`config.mk`:
```
export PLATFORM = sky130hd
export DESIGN_NAME = imm_gen_stage
export DESIGN_NICKNAME = d
export VERILOG_FILES = /design/src/rtl/imm_gen_stage_pkg.sv /design/src/rtl/imm_gen_stage_imm_decode.sv /design/src/rtl/imm_gen_stage.sv
export SDC_FILE = /design/constraint.sdc
export NUM_CORES = 1
export LEC_CHECK = 0
export ABC_AREA = 1
export BUFFER_PORTS_ARGS = -buffer_cell sky130_fd_sc_hd__buf_2
export CORE_ASPECT_RATIO = 1.2
export CORE_MARGIN = 2
export CORE_UTILIZATION = 34
export CTS_CLUSTER_DIAMETER = 120
export DETAILED_ROUTE_END_ITERATION = 16
export SYNTH_ARGS = -nofsm -noshare
export SYNTH_HDL_FRONTEND = slang
export SYNTH_SLANG_ARGS = --single-unit
```
`constraint.sdc`:
```
create_clock -name clk -period 2.41 [get_ports clk]
set_input_delay 0.241 -clock clk [delete_from_list [all_inputs] [get_ports clk]]
set_output_delay 0.241 -clock clk [all_outputs]
set_load 0.005 [all_outputs]
```
`src/rtl/imm_gen_stage_pkg.sv`:
```
// imm_gen_stage_pkg: shared type codes, bus widths, skid states and abort codes for imm_gen_stage
package imm_gen_stage_pkg;
  localparam int TYPE_BUS_W = 3;
  localparam int ABORT = 1;
  localparam int UNIT_IE4 = 4;
  typedef enum logic [TYPE_BUS_W-1:0] {
    T_R   = 3'd0,
    T_I   = 3'd1,
    T_S   = 3'd2,
    T_B   = 3'd3,
    T_U   = 3'd4,
    T_J   = 3'd5,
    T_Z   = 3'd6,
    T_ILL = 3'd7
  } imm_type_e;
  typedef enum logic [1:0] {
    EMPTY = 2'd0,
    ONE   = 2'd1,
    FULL  = 2'd2
  } skid_state_e;
endpackage

```
`src/rtl/imm_gen_stage_imm_decode.sv`:
```
// imm_decode: combinational instruction + format type to extended immediate and illegal flag
module imm_decode
  import imm_gen_stage_pkg::*;
#(
  parameter int XLEN   = 32,
  parameter int TYPE_W = TYPE_BUS_W
) (
  input  logic [31:0]       inst,
  input  logic [TYPE_W-1:0] typ,
  output logic [XLEN-1:0]   imm,
  output logic              illegal
);
  logic [63:0] wide;
  logic        unused_bits;
  always_comb begin
    illegal = typ > TYPE_W'(T_Z);
    wide = typ == TYPE_W'(T_I) ? {{52{inst[31]}}, inst[31:20]} :
           typ == TYPE_W'(T_S) ? {{52{inst[31]}}, inst[31:25], inst[11:7]} :
           typ == TYPE_W'(T_B) ? {{51{inst[31]}}, inst[31], inst[7], inst[30:25], inst[11:8], 1'b0} :
           typ == TYPE_W'(T_U) ? {{32{inst[31]}}, inst[31:12], 12'b0} :
           typ == TYPE_W'(T_J) ? {{43{inst[31]}}, inst[31], inst[19:12], inst[20], inst[30:21], 1'b0} :
           typ == TYPE_W'(T_Z) ? {59'b0, inst[19:15]} :
           64'b0;
    imm = wide[XLEN-1:0];
  end
  assign unused_bits = ^{inst[6:0], wide};
endmodule

```
`src/rtl/imm_gen_stage.sv`:
```
// imm_gen_stage: registered immediate generator with 2-entry skid buffer and saturating illegal counter (IMM_GEN_DPI_ABORT_EN adds abort)
module imm_gen_stage
  import imm_gen_stage_pkg::*;
#(
  parameter int XLEN      = 32,
  parameter int TYPE_W    = 3,
  parameter int ERR_CNT_W = 8
) (
  input  logic                 clk,
  input  logic                 rst_n,
  input  logic                 in_valid,
  output logic                 in_ready,
  input  logic [31:0]          in_inst,
  input  logic [TYPE_W-1:0]    in_type,
  output logic                 out_valid,
  input  logic                 out_ready,
  output logic [XLEN-1:0]      out_imm,
  output logic                 out_illegal,
  output logic [ERR_CNT_W-1:0] err_cnt
);
  if (XLEN != 32 && XLEN != 64) begin : g_xlen_bad
    $error("imm_gen_stage: XLEN must be 32 or 64");
  end
  logic [XLEN-1:0] dec_imm, main_imm, skid_imm;
  logic            dec_ill, main_ill, skid_ill;
  logic            in_x, out_x;
  skid_state_e     state;
  imm_decode #(.XLEN(XLEN), .TYPE_W(TYPE_W)) u_dec (
    .inst    (in_inst),
    .typ     (in_type),
    .imm     (dec_imm),
    .illegal (dec_ill)
  );
  assign in_ready    = state != FULL;
  assign out_valid   = state != EMPTY;
  assign out_imm     = main_imm;
  assign out_illegal = main_ill;
  assign in_x        = in_valid && in_ready;
  assign out_x       = out_valid && out_ready;
  always_ff @(posedge clk) begin
    if (!rst_n) begin
      state    <= EMPTY;
      main_imm <= '0;
      main_ill <= 1'b0;
      skid_imm <= '0;
      skid_ill <= 1'b0;
      err_cnt  <= '0;
    end else begin
      if (in_x && (state == EMPTY || out_x)) begin
        main_imm <= dec_imm;
        main_ill <= dec_ill;
      end else if (state == FULL && out_x) begin
        main_imm <= skid_imm;
        main_ill <= skid_ill;
      end
      if (in_x && state == ONE && !out_x) begin
        skid_imm <= dec_imm;
        skid_ill <= dec_ill;
      end
      state <= state == EMPTY ? (in_x ? ONE : EMPTY) :
               state == ONE   ? (in_x && !out_x ? FULL : !in_x && out_x ? EMPTY : ONE) :
               (out_x ? ONE : FULL);
      if (in_x && dec_ill && err_cnt != '1) err_cnt <= err_cnt + ERR_CNT_W'(1);
    end
  end
`ifdef IMM_GEN_DPI_ABORT_EN
  always_ff @(posedge clk) begin
    if (rst_n && in_x && dec_ill) $fatal(1, "ebreak code=%0d data=%h unit=%0d", ABORT, 32'hdeafbeaf, UNIT_IE4);
  end
`endif
endmodule
```
# == Yosys cells after proc, flatten, opt, wreduce, memory -nomap -nowiden ==
# Index checks and enable logic that the tools add are counted.
# word_totals
output_inout_bits,43
register_bits,76
word_cells,50
inputBits,39
# classes
n_reduce_logical,16
eq_ne,10
add_sub_neg,1
n_mux,16
order_cmp,1
# op_table
op,n
2-to-1 mux 32 bit,7
logical AND 1 bit,10
"== test 3 bit, second input constant",3
"adder 8 x 1 -> 8 bit, second input constant",1
2-to-1 mux 2 bit,4
"!= test 8 bit, second input constant",1
"== test 3 x 2 -> 1 bit, second input constant",2
2-to-1 mux 5 bit,1
2-to-1 mux 1 bit,4
nonzero test 2 bit,2
"== test 3 x 1 -> 1 bit, second input constant",1
"greater-than comparator 3 bit, second input constant",1
"== test 2 x 1 -> 1 bit, second input constant",1
"== test 2 bit, second input constant",1
zero test 1 bit,2
zero test 2 bit,1
"!= test 2 bit, second input constant",1
logical OR 1 bit,1

# == Longest topological paths before layout ==
# Gate-level depths: netlist of the first run.
# logic_depth
ltp_word,8
depth_mapped,10
depth_no_buf,9

# == Modules after synthesis ==
# Synthesis of the first run repeated with hierarchy kept, for this count alone.
# unflattened
cells_unflattened,505
area_unflattened_um2,3574.7
# by_module_without_submodules
module,seq_area_each_um2,n_inst,area_each_um2,cells_each
imm_gen_stage,1521.5,1,3120.5,414
imm_decode,0.0,1,454.2,91

# == Worst setup path after synthesis of the first run ==
# Ideal clock, no wire load.
# synth_path
path_type,register -> register
start,register err_cnt[0]
end,register err_cnt[5]
required_ps,2276
n_path_buf,0
arrival_time_ps,1186
path_slack_ps,1090
stages_incl_launch_ff,9
period_less_slack_ps,1320
setup_time_ps,134
path_cell_list,dfxtp_1 -> ha_1 -> inv_1 -> nor2_1 -> nand2_1 -> nand2_2 -> inv_2 -> nand2_1 -> a21oi_1
# synth_between
elab_chain_len,2
word_cells_on_any_way,3
cone_classes,add/sub: 1; eq/ne: 1; reduce/logical: 1
# synth_rtl
element,line_no,rtl
"start, declared",imm_gen_stage.sv:19,output logic [ERR_CNT_W-1:0] err_cnt
"start signal, assigned",imm_gen_stage.sv:63,if (in_x && dec_ill && err_cnt != '1) err_cnt <= err_cnt + ERR_CNT_W'(1);
"parallel branches: the longest is 2 deep, another holds adder 8 x 1 -> 8 bit",n/a,
# Parallel ways; which one is timed is not known.
# A chain may end at the register's enable or synchronous reset.

# == Worst setup path in the final report of the first run ==
# layout_path
start,register state[1]
end,register main_ill (netlist: out_illegal)
# layout_between
elab_chain_len,5
word_cells_on_any_way,11
cone_classes,eq/ne: 2; mux: 1; reduce/logical: 8
# layout_rtl
element,line_no,rtl
"start, declared",imm_gen_stage.sv:27,skid_state_e state;
"start signal, assigned",imm_gen_stage.sv:60,state <= state == EMPTY ? (in_x ? ONE : EMPTY) :
nonzero test 2 bit,imm_gen_stage.sv:35,assign out_valid = state != EMPTY;
logical AND 1 bit,imm_gen_stage.sv:39,assign out_x = out_valid && out_ready;
logical OR 1 bit,imm_gen_stage.sv:49,if (in_x && (state == EMPTY || out_x)) begin
logical AND 1 bit,imm_gen_stage.sv:49,
2-to-1 mux 1 bit / nonzero test 2 bit (equally long branches),n/a,
"end signal, assigned",imm_gen_stage.sv:51,main_ill <= dec_ill;
"end signal, assigned",imm_gen_stage.sv:54,main_ill <= skid_ill;
"end, declared",imm_gen_stage.sv:25,"logic dec_ill, main_ill, skid_ill;"
# Parallel ways exist; a longest one is shown, timed or not.

==> metrics.yaml, run 1 <==
status: "completed"
numClockSinks: 76
switchingPower_mw: 0.8265
synth_area_per_cell_um2: 6.731
num_rows: 42
timing.slew.headroom_pct: 65.24
grtUsageMet3_pct: 4.162
drc: 0
synth_top_cell_by_area: "dfxtp_1"
syn-cell-area_um2: 3830
clk_pin_slew_ns: 0.05
gr-usage-met1_pct: 22.62
synthTopCellsByArea: "dfxtp_1, nand2_1, nor2_1, o21ai_0, inv_1"
critPathArrivalTime_ns: 2.00
path_buf_inv: 1
path_cells: "nand3_1 -> inv_2 -> nand2_1 -> nand2_1 -> nand2_1 -> a21oi_1"
drive_above_1_share_pct: 20.16
grt_pass1_vias: 3306
viasPerCell: 4.768
synth_edf_count: 0
ys_ff_latch: 76
coreArea_um2: 10980
fp.dieH_um: 120.3
cts.path.max_buffers: 2
antenna_found_initial: 0
fin_crit_sh_pct: 72.26
gr-max-usage-layer: "met2"
slowest_delay_ns: 0.48
cts.htree.levels: 3
crit_type: "reg2reg"
cts_tree: "done"
die_area_um2: 12130
powerDensity_nw_per_um2: 679.6
io_buffer_count: 74
wl_mm: 9.886
fin_skew_ns: 0.003873
power.leakage_nw: 2.248
internal_power_mw: 2.209
multi_input_area_um2: 1864
hold_violations: 0
die_x_um: 100.9
cts_buffers: 9
nFillCells: 1168
max-vdd-ir-drop_v: 0.0003323
num_antenna_cells: 0
grt_max_degree: 38
grt_overflow: 0
root_buffer: "clkbuf_16"
grt_pass1_wl_mm: 16.31
worst_pin_slew_ns: 0.5199
grtUsageMet2_pct: 26.92
ys_types: 29
clkPwrFrac_pct: 38.4
crit_fanout: 21
drtPass1Iterations: 4
cp-start-kind: "flip-flop"
cts_resized: 0
synthDominantCellAreaShare_pct: 39.73
syn_to_final_growth_pct: 16.63
fmax_ghz: 0.5743
design_area_um2: 4467
setup_viol_count_final: 0
synthFlopType: "dfxtp_1"
pin_count: 82
slew_violations: 0
critPathRequiredTime_ns: 2.67
crit_top_cell: "nand2_1"
end_kind: "flip-flop"
p_sw_share_pct: 27.23
crit_slowest_cell: "inv_2"
pwr-share-comb_pct: 16.0
gp_congestion: 0.8424
place_ws_ns: 0.5997
setup_tns_ns: 0
synth_most_common_cell: "nand2_1"
yosys-top-cells-count: "nand2_1, nor2_1, dfxtp_1, inv_1, o21ai_0"
ant_nets: 0
cap_violations: 0
min_period_ns: 1.741
dp_hpwl_mm: 6.994
ys_warn_count: 0
grt_use_total_pct: 16.97
syn_inst: 569
power_frac_seq_pct: 45.6
start_util_pct: 34.87
synth_nets: 610
ys_seq_area_share_pct: 39.73
clkLatencyLatePin_ns: 0.33
worstHoldPathType: "in2reg"
rsz0062_at_grt: "false"
drt_iter0_markers: 200
dpl-instance-area_um2: 4215
num_vias: 3657
nets: 672
async_flop_share_pct: 0
crit_family: "simple AND/OR/NAND/NOR gates"
routedWlPerCell_um: 12.89
cts_setup_buffers: 0
cts_hold_buf: 0
finalWorstSetupSlack_ns: 0.6686
ff_latch_area_um2: 1521
metrics by stage:
| stage | cells | hold slack (ns) | power, mW | utilization [%] |
|---|---|---|---|---|
| floorplan | 569 | 0.4076 | 1.742 | - |
| global placement | 752 | 0.4710 | 1.890 | 38.38 |
| finish | 767 | 0.2119 | 3.036 | 40.67 |
| detailed placement | 752 | 0.4759 | 1.902 | 38.38 |
| CTS | 767 | 0.2024 | 3.085 | 40.67 |
| global route | 767 | 0.2215 | 3.222 | 40.67 |
per-layer routing:
metal | wire (um) | part of all wire (%) | vias up
met5 | 0 | 0 | -
met4 | 115 | 1.2 | 0
met3 | 553 | 5.6 | 10
met2 | 4627 | 47 | 88
met1 | 4590 | 46 | 1646
li1 | - | - | 1913
worst register-to-register path, delay by kind of cell (launching register included):
kind,cells,cell delay [ns]
simple gates,4,0.64
flops,1,0.43
compound gates,1,0.12
buf+inv,1,0.49
state kept, by name, summed over array words and instances, names as in the netlist:
register and count:
err_cnt 8, out_illegal 1, out_imm 32, skid_ill 1, skid_imm 32, state 2
final timing paths:
check | from | endpoint | slack, ns | cells after the start
setup reg to reg | state[1]$_SDFF_PP0_ | out_illegal$_SDFFE_PN0P_ | 0.67 | 6
hold reg to reg | out_illegal$_SDFFE_PN0P_ | out_illegal$_SDFFE_PN0P_ | 0.48 | 2
setup / recovery | state[1]$_SDFF_PP0_ | out_illegal$_SDFFE_PN0P_ | 0.67 | 6
hold / removal | in_inst[25] | skid_imm[5]$_SDFFE_PN0P_ | 0.21 | 3
cell families after synthesis:
family / synth area share, %
buffers and inverters: 11.60
flip-flops: 39.73
AND/OR/NAND/NOR: 30.71
adder cells (fa/ha/maj): 0.6533
XOR/XNOR: 0.6862
AO/OA/AOI/OAI: 16.63
cell usage in the layout, fill, tap and decap left out, drive strengths merged:
cell	count
dfxtp	76
ha	2
nor2	107
clkbuf	12
buf	81
nor3	2
nand4	1
o211ai	13
a21oi	41
nand2	149
nand3	22
xor2	3
inv	63
o21ai	60
clkinv	3
power groups by stage:
stage	Clock [mW]	Sequential [mW]	Combinational, mW
after floorplan	0	1.41	0.332
after global placement	0	1.41	0.479
after detailed placement	0	1.41	0.488
after CTS	1.21	1.39	0.492
after global routing	1.27	1.39	0.555
final	1.16	1.39	0.486
area by class of cell:
| type | count | area share (%) |
|---|---|---|
| clock buffers | 12 | 5.294 |
| clock inverters | 3 | 0.3361 |
| inverters | 63 | 5.406 |
| multi-input cells | 400 | 41.74 |
| flip-flops and latches | 76 | 34.06 |
| well taps | 132 | 3.697 |
| repair buffers | 81 | 9.468 |
Note: power is estimated with default switching activity, not from simulation.
==> run 2: changes to the inputs <==
==> constraint.sdc (replaced) <==
create_clock -name clk -period 1.5 [get_ports clk]
set_input_delay 0.15 -clock clk [delete_from_list [all_inputs] [get_ports clk]]
set_output_delay 0.15 -clock clk [all_outputs]
set_load 0.005 [all_outputs]
==> run 2 against run 1 <==
Effect of this change: first-iteration DRC count up 3.0%; final cell count rose by 1.6%; sequential cell count did not move; clock-buffer cell count fell by 1; critical path depth rose by 2; power is 79% higher; global-route usage grew 0.33 points; sequential share of layout area shrank 1.6 points; critical path type unchanged; highest routed layer is now met5.
==> metrics.yaml, run 2 (synthesis gave the netlist of run 1 again) <==
powerDensity_nw_per_um2: 1161
status: "completed"
crit_start: "state[1]$_SDFF_PP0_"
cap_violations: 0
drive_above_1_share_pct: 22.87
setup_tns_ns: 0
grt_use_total_pct: 17.30
grt_pass1_vias: 3490
antenna_found_initial: 1
clk_pin_slew_ns: 0.06
rsz0062_at_grt: "true"
nFillCells: 1116
nets: 684
critPathRequiredTime_ns: 1.74
rr_startpoint: "state[1]$_SDFF_PP0_"
dp_hpwl_mm: 7.340
syn_to_final_growth_pct: 22.54
p_sw_share_pct: 26.14
grtUsageMet2_pct: 28.54
crit_top_cell: "nand2_1"
drt_iter0_markers: 206
timing.rr.end: "state[0]$_SDFF_PN0_"
fin_crit_sh_pct: 96.26
end_kind: "flip-flop"
fp.dieH_um: 120.3
power_mw: 5.448
max-vdd-ir-drop_v: 0.0005682
path_buf_inv: 2
mostFrequentLayoutCell: "nand2_1"
critPathArrivalTime_ns: 1.68
pwr-share-comb_pct: 15.5
r2r_slack_ns: 0.06
root_buffer: "clkbuf_16"
internal_power_mw: 4.024
timing.slew.headroom_pct: 74.79
grt_overflow: 0
num_vias: 3823
grt_max_degree: 36
num_rows: 42
die_x_um: 100.9
gr-max-usage-layer: "met2"
clkLatencyLatePin_ns: 0.34
io_buffer_count: 74
path_cells: "nand2_2 -> nand2_1 -> inv_1 -> ha_1 -> nand2_1 -> o211ai_1 -> nand2_1 -> inv_1"
coreArea_um2: 10980
num_antenna_cells: 0
crit_type: "reg2reg"
final_cell_mix: "nand2_1, nor2_1, dfxtp_1, buf_2, inv_1"
hold_violations: 0
clkPwrFrac_pct: 43.6
drc: 0
setup_viol_count_final: 0
ant_nets: 0
cp-start-kind: "flip-flop"
crit_fanout: 4
dp_cells: 762
gr-usage-met1_pct: 21.51
fin_skew_ns: 0.005929
gp_congestion: 0.8651
die_area_um2: 12130
slowest_delay_ns: 0.41
crit_cells: 8
pin_count: 82
start_util_pct: 34.87
worst_pin_slew_ns: 0.3781
wl_mm: 10.38
slew_violations: 0
worstHoldPathType: "in2reg"
power_frac_seq_pct: 40.9
switchingPower_mw: 1.424
fmax_ghz: 0.6926
cts_tree: "done"
cts_buffers: 9
grt_pass1_wl_mm: 16.57
min_period_ns: 1.444
viasPerCell: 4.908
crit_slowest_cell: "dfxtp_1"
ff2ff_path_depth: 8
cts.path.max_buffers: 2
final-instance-count-excl-fill: 779
grtUsageMet3_pct: 4.798
routedWlPerCell_um: 13.33
numClockSinks: 76
power.leakage_nw: 2.348
drtPass1Iterations: 5
crit_end: "state[0]$_SDFF_PN0_"
crit_family: "simple AND/OR/NAND/NOR gates"
cts.htree.levels: 3
==> run 2: cell types whose count changed in the layout (fill, tap and decap cells not counted), sizes merged <==
cell,change
clkinvlp,+1
nand3,+1
clkinv,-2
clkbuf,-1
buf,+11
bufinv,+2
==> run 2: power groups by stage <==
stage                     clock, mW  combinational [mW]  sequential (mW)
after CTS                      2.41               0.834             2.23
final                          2.38               0.844             2.23
after floorplan                   0               0.534             2.26
after global routing           2.50               0.956             2.24
after global placement            0               0.815             2.27
after detailed placement          0               0.828             2.27
==> run 2: area by class of cell <==
type | instances | area (um^2) | share of cell area (%)
inverter | 63 | 249.0 | 5.305
tap | 132 | 165.2 | 3.519
timing repair buffer | 92 | 530.5 | 11.30
multi-input combinational | 401 | 1902 | 40.52
clock buffer | 11 | 252.7 | 5.385
clock inverter | 4 | 72.57 | 1.546
sequential | 76 | 1521 | 32.42
==> run 2: how the worst min path moves through the flow <==
stage / cells past startpoint / slack, ns / startpoint / end
detailed placement: 2 / 0.47 / out_illegal$_SDFFE_PN0P_ / out_illegal$_SDFFE_PN0P_
CTS: 3 / 0.11 / in_inst[30] / skid_imm[10]$_SDFFE_PN0P_
finish: 3 / 0.12 / in_inst[30] / skid_imm[10]$_SDFFE_PN0P_
global placement: 2 / 0.45 / out_illegal$_SDFFE_PN0P_ / out_illegal$_SDFFE_PN0P_
global route: 3 / 0.14 / in_inst[29] / skid_imm[9]$_SDFFE_PN0P_
floorplan: 2 / 0.32 / in_inst[29] / skid_imm[9]$_SDFFE_PN0P_
==> run 2: per-stage QoR <==
stage	worst slack, ns	utilization (%)	area (um^2)	hold slack, ns
3_3_place_gp	0.002347	39.29	4315	0.4517
6_report	0.05610	42.73	4693	0.1207
2_1_floorplan	0.1798	-	3830	0.3166
4_1_cts	0.01279	42.28	4643	0.1056
5_1_grt	-0.01635	42.73	4693	0.1378
3_5_place_dp	-0.02671	39.29	4315	0.4658
==> run 2: tightest hold or removal path, stage by stage <==
cell and delay [ns]:
buf_2 0.10, nand2_1 0.09, a21oi_1 0.07
==> run 2: repair_timing <==
item | in CTS | in global routing
gates resized for setup | 1 | 9
buffers inserted | 0 | 1
hold buffers | 0 | 0
pin swaps | 0 | 1
gates cloned | 0 | 1
endpoints found under the setup margin | 4 | 41
==> run 2: routing by layer <==
layer	routed length (um)	vias up	part of all wire [%]
li1	-	1939	-
met1	4678	1743	45
met2	4889	123	47
met3	640	16	6.2
met4	169	2	1.6
met5	5	-	0.048
==> run 3: changes to the inputs <==
--- a/config.mk
+++ b/config.mk
@@ -9,9 +9,11 @@
 export BUFFER_PORTS_ARGS = -buffer_cell sky130_fd_sc_hd__buf_2
 export CORE_ASPECT_RATIO = 1.2
 export CORE_MARGIN = 2
-export CORE_UTILIZATION = 34
+export CORE_UTILIZATION = 49
 export CTS_CLUSTER_DIAMETER = 120
 export DETAILED_ROUTE_END_ITERATION = 16
+export PLACE_DENSITY = 0.76
+export SLEW_MARGIN = 10
 export SYNTH_ARGS = -nofsm -noshare
 export SYNTH_HDL_FRONTEND = slang
 export SYNTH_SLANG_ARGS = --single-unit
==> run 3 against run 2 <==
Effect of this change: first-iteration DRC count grew 31%; clock-buffer cell count decreased by 1; worst setup slack better by 0.079 ns; wire length shrank 9.1%; clock power decreased by 35%; power down 16%; global-route usage is 5.5 points higher; final cell count down 5.9%; worst hold slack got worse by 0.029 ns; critical path depth unchanged.
==> metrics.yaml, run 3 (synthesis gave the netlist of run 1 again) <==
crit_slowest_cell: "dfxtp_1"
hold_violations: 0
end_kind: "flip-flop"
nFillCells: 741
pin_count: 82
antenna_found_initial: 0
io_buffer_count: 74
internal_power_mw: 3.233
clkPwrFrac_pct: 33.7
final_cell_mix: "nand2_1, nor2_1, dfxtp_1, buf_2, inv_1"
rsz0062_at_grt: "false"
final-instance-count-excl-fill: 733
cts.htree.levels: 3
fin_crit_sh_pct: 91.00
num_rows: 35
pwr-share-comb_pct: 17.6
start_util_pct: 50.26
grt_max_degree: 45
min_period_ns: 1.365
timing.rr.end: "skid_imm[20]$_SDFFE_PN0P_"
whs_ns: 0.09162
grtUsageMet2_pct: 38.70
grt_pass1_wl_mm: 15.50
power.leakage_nw: 2.269
design_area_um2: 4456
path_buf_inv: 3
ant_nets: 0
path_cells: "inv_2 -> nor2_2 -> nand3_2 -> inv_8 -> nor2_1 -> nor2_1 -> o21ai_0 -> inv_1"
nets: 677
gp_congestion: 0.8806
coreArea_um2: 7620
root_buffer: "clkbuf_8"
crit_fanout: 29
crit_family: "simple AND/OR/NAND/NOR gates"
viasPerCell: 5.146
cts.path.max_buffers: 2
drtPass1Iterations: 6
syn_to_final_growth_pct: 16.33
grt_pass1_vias: 3453
grt_overflow: 0
clk_pin_slew_ns: 0.08
fp.dieH_um: 100.8
r2r_slack_ns: 0.13
power_frac_seq_pct: 48.7
cts_buffers: 9
grtUsageMet3_pct: 4.341
p_sw_share_pct: 29.13
slew_violations: 0
cp-start-kind: "flip-flop"
crit_top_cell: "nor2_1"
switchingPower_mw: 1.329
numClockSinks: 76
grt_use_total_pct: 22.77
dpl-instance-area_um2: 4253
drc: 0
whs_endpoint: "skid_imm[10]$_SDFFE_PN0P_"
setup_tns_ns: 0
num_vias: 3772
critPathRequiredTime_ns: 1.80
critPathArrivalTime_ns: 1.67
rr_startpoint: "state[0]$_SDFF_PN0_"
powerDensity_nw_per_um2: 1024
worst_pin_slew_ns: 0.4786
timing.slew.headroom_pct: 68.09
cts_tree: "done"
ff2ff_path_depth: 8
status: "completed"
gr-max-usage-layer: "met2"
die_area_um2: 8542
die_x_um: 84.71
drt_iter0_markers: 270
mostFrequentLayoutCell: "nand2_1"
dp_cells: 717
gr-usage-met1_pct: 28.08
worstHoldPathType: "in2reg"
setup_viol_count_final: 0
slowest_delay_ns: 0.38
fin_skew_ns: 0.01021
max-vdd-ir-drop_v: 0.0006957
dp_hpwl_mm: 6.487
crit_type: "reg2reg"
num_antenna_cells: 0
fmax_ghz: 0.7326
cts_setup_buffers: 0
cap_violations: 0
holdCritStartpoint: "in_inst[30]"
clkLatencyLatePin_ns: 0.36
min_path_cells: 3
drive_above_1_share_pct: 21.84
routedWlPerCell_um: 12.88
wl_mm: 9.439
==> run 3: per-layer routing <==
layer  part of all wire (%)  vias up
met2                     47      116
met4                    2.3        0
met1                     45     1719
li1                       -     1921
met3                    5.8       16
met5                      0        -
==> run 3: worst reg2reg max path, stage by stage (launching register included) <==
cell,delay [ns]
dfxtp_1,0.38
inv_2,0.07
nor2_2,0.12
nand3_2,0.19
inv_8,0.22
nor2_1,0.08
nor2_1,0.11
o21ai_0,0.10
inv_1,0.05
==> run 3: area by class of cell <==
type	count	area (um^2)	area share, %
flip-flops and latches	76	1524	34.20
clock buffers	10	127.6	2.864
multi-input cells	400	1869	41.95
repair buffers	86	510.5	11.46
clock inverters	6	65.06	1.460
inverters	63	244.0	5.476
well taps	92	115.1	2.584
==> run 3: how the worst max path moves through the flow <==
stage	startpoint	end	depth (start not counted)
final	state[0]$_SDFF_PN0_	skid_imm[20]$_SDFFE_PN0P_	8
after CTS	state[1]$_SDFF_PP0_	state[0]$_SDFF_PN0_	8
after global routing	state[0]$_SDFF_PN0_	skid_imm[20]$_SDFFE_PN0P_	8
after detailed placement	state[1]$_SDFF_PP0_	state[0]$_SDFF_PN0_	8
after floorplan	err_cnt[0]$_SDFFE_PN0P_	err_cnt[5]$_SDFFE_PN0P_	8
after global placement	state[1]$_SDFF_PP0_	out_imm[28]$_SDFFE_PN0P_	6
==> run 3: repair_timing <==
action / 4_1_cts / 5_1_grt
setup endpoints to repair: 0 / 10
resized for setup: 0 / 5
hold buffers: 0 / 0
==> run 3: power by group through the flow <==
stage                     logic, mW  clock network [mW]  registers [mW]
after floorplan               0.534                   0            2.26
after global placement        0.779                   0            2.26
after detailed placement      0.798                   0            2.27
after CTS                     0.804                1.56            2.22
after global routing          0.911                1.65            2.23
final                         0.803                1.54            2.22
==> run 3: per-stage QoR <==
| stage | power [mW] | util, % | setup slack (ns) |
|---|---|---|---|
| final | 4.562 | 58.47 | 0.1350 |
| after global routing | 4.792 | 58.47 | 0.02420 |
| after CTS | 4.579 | 58.34 | 0.06394 |
| after detailed placement | 3.064 | 55.81 | 0.08652 |
| after global placement | 3.041 | 55.81 | 0.1368 |
| after floorplan | 2.798 | - | 0.1798 |
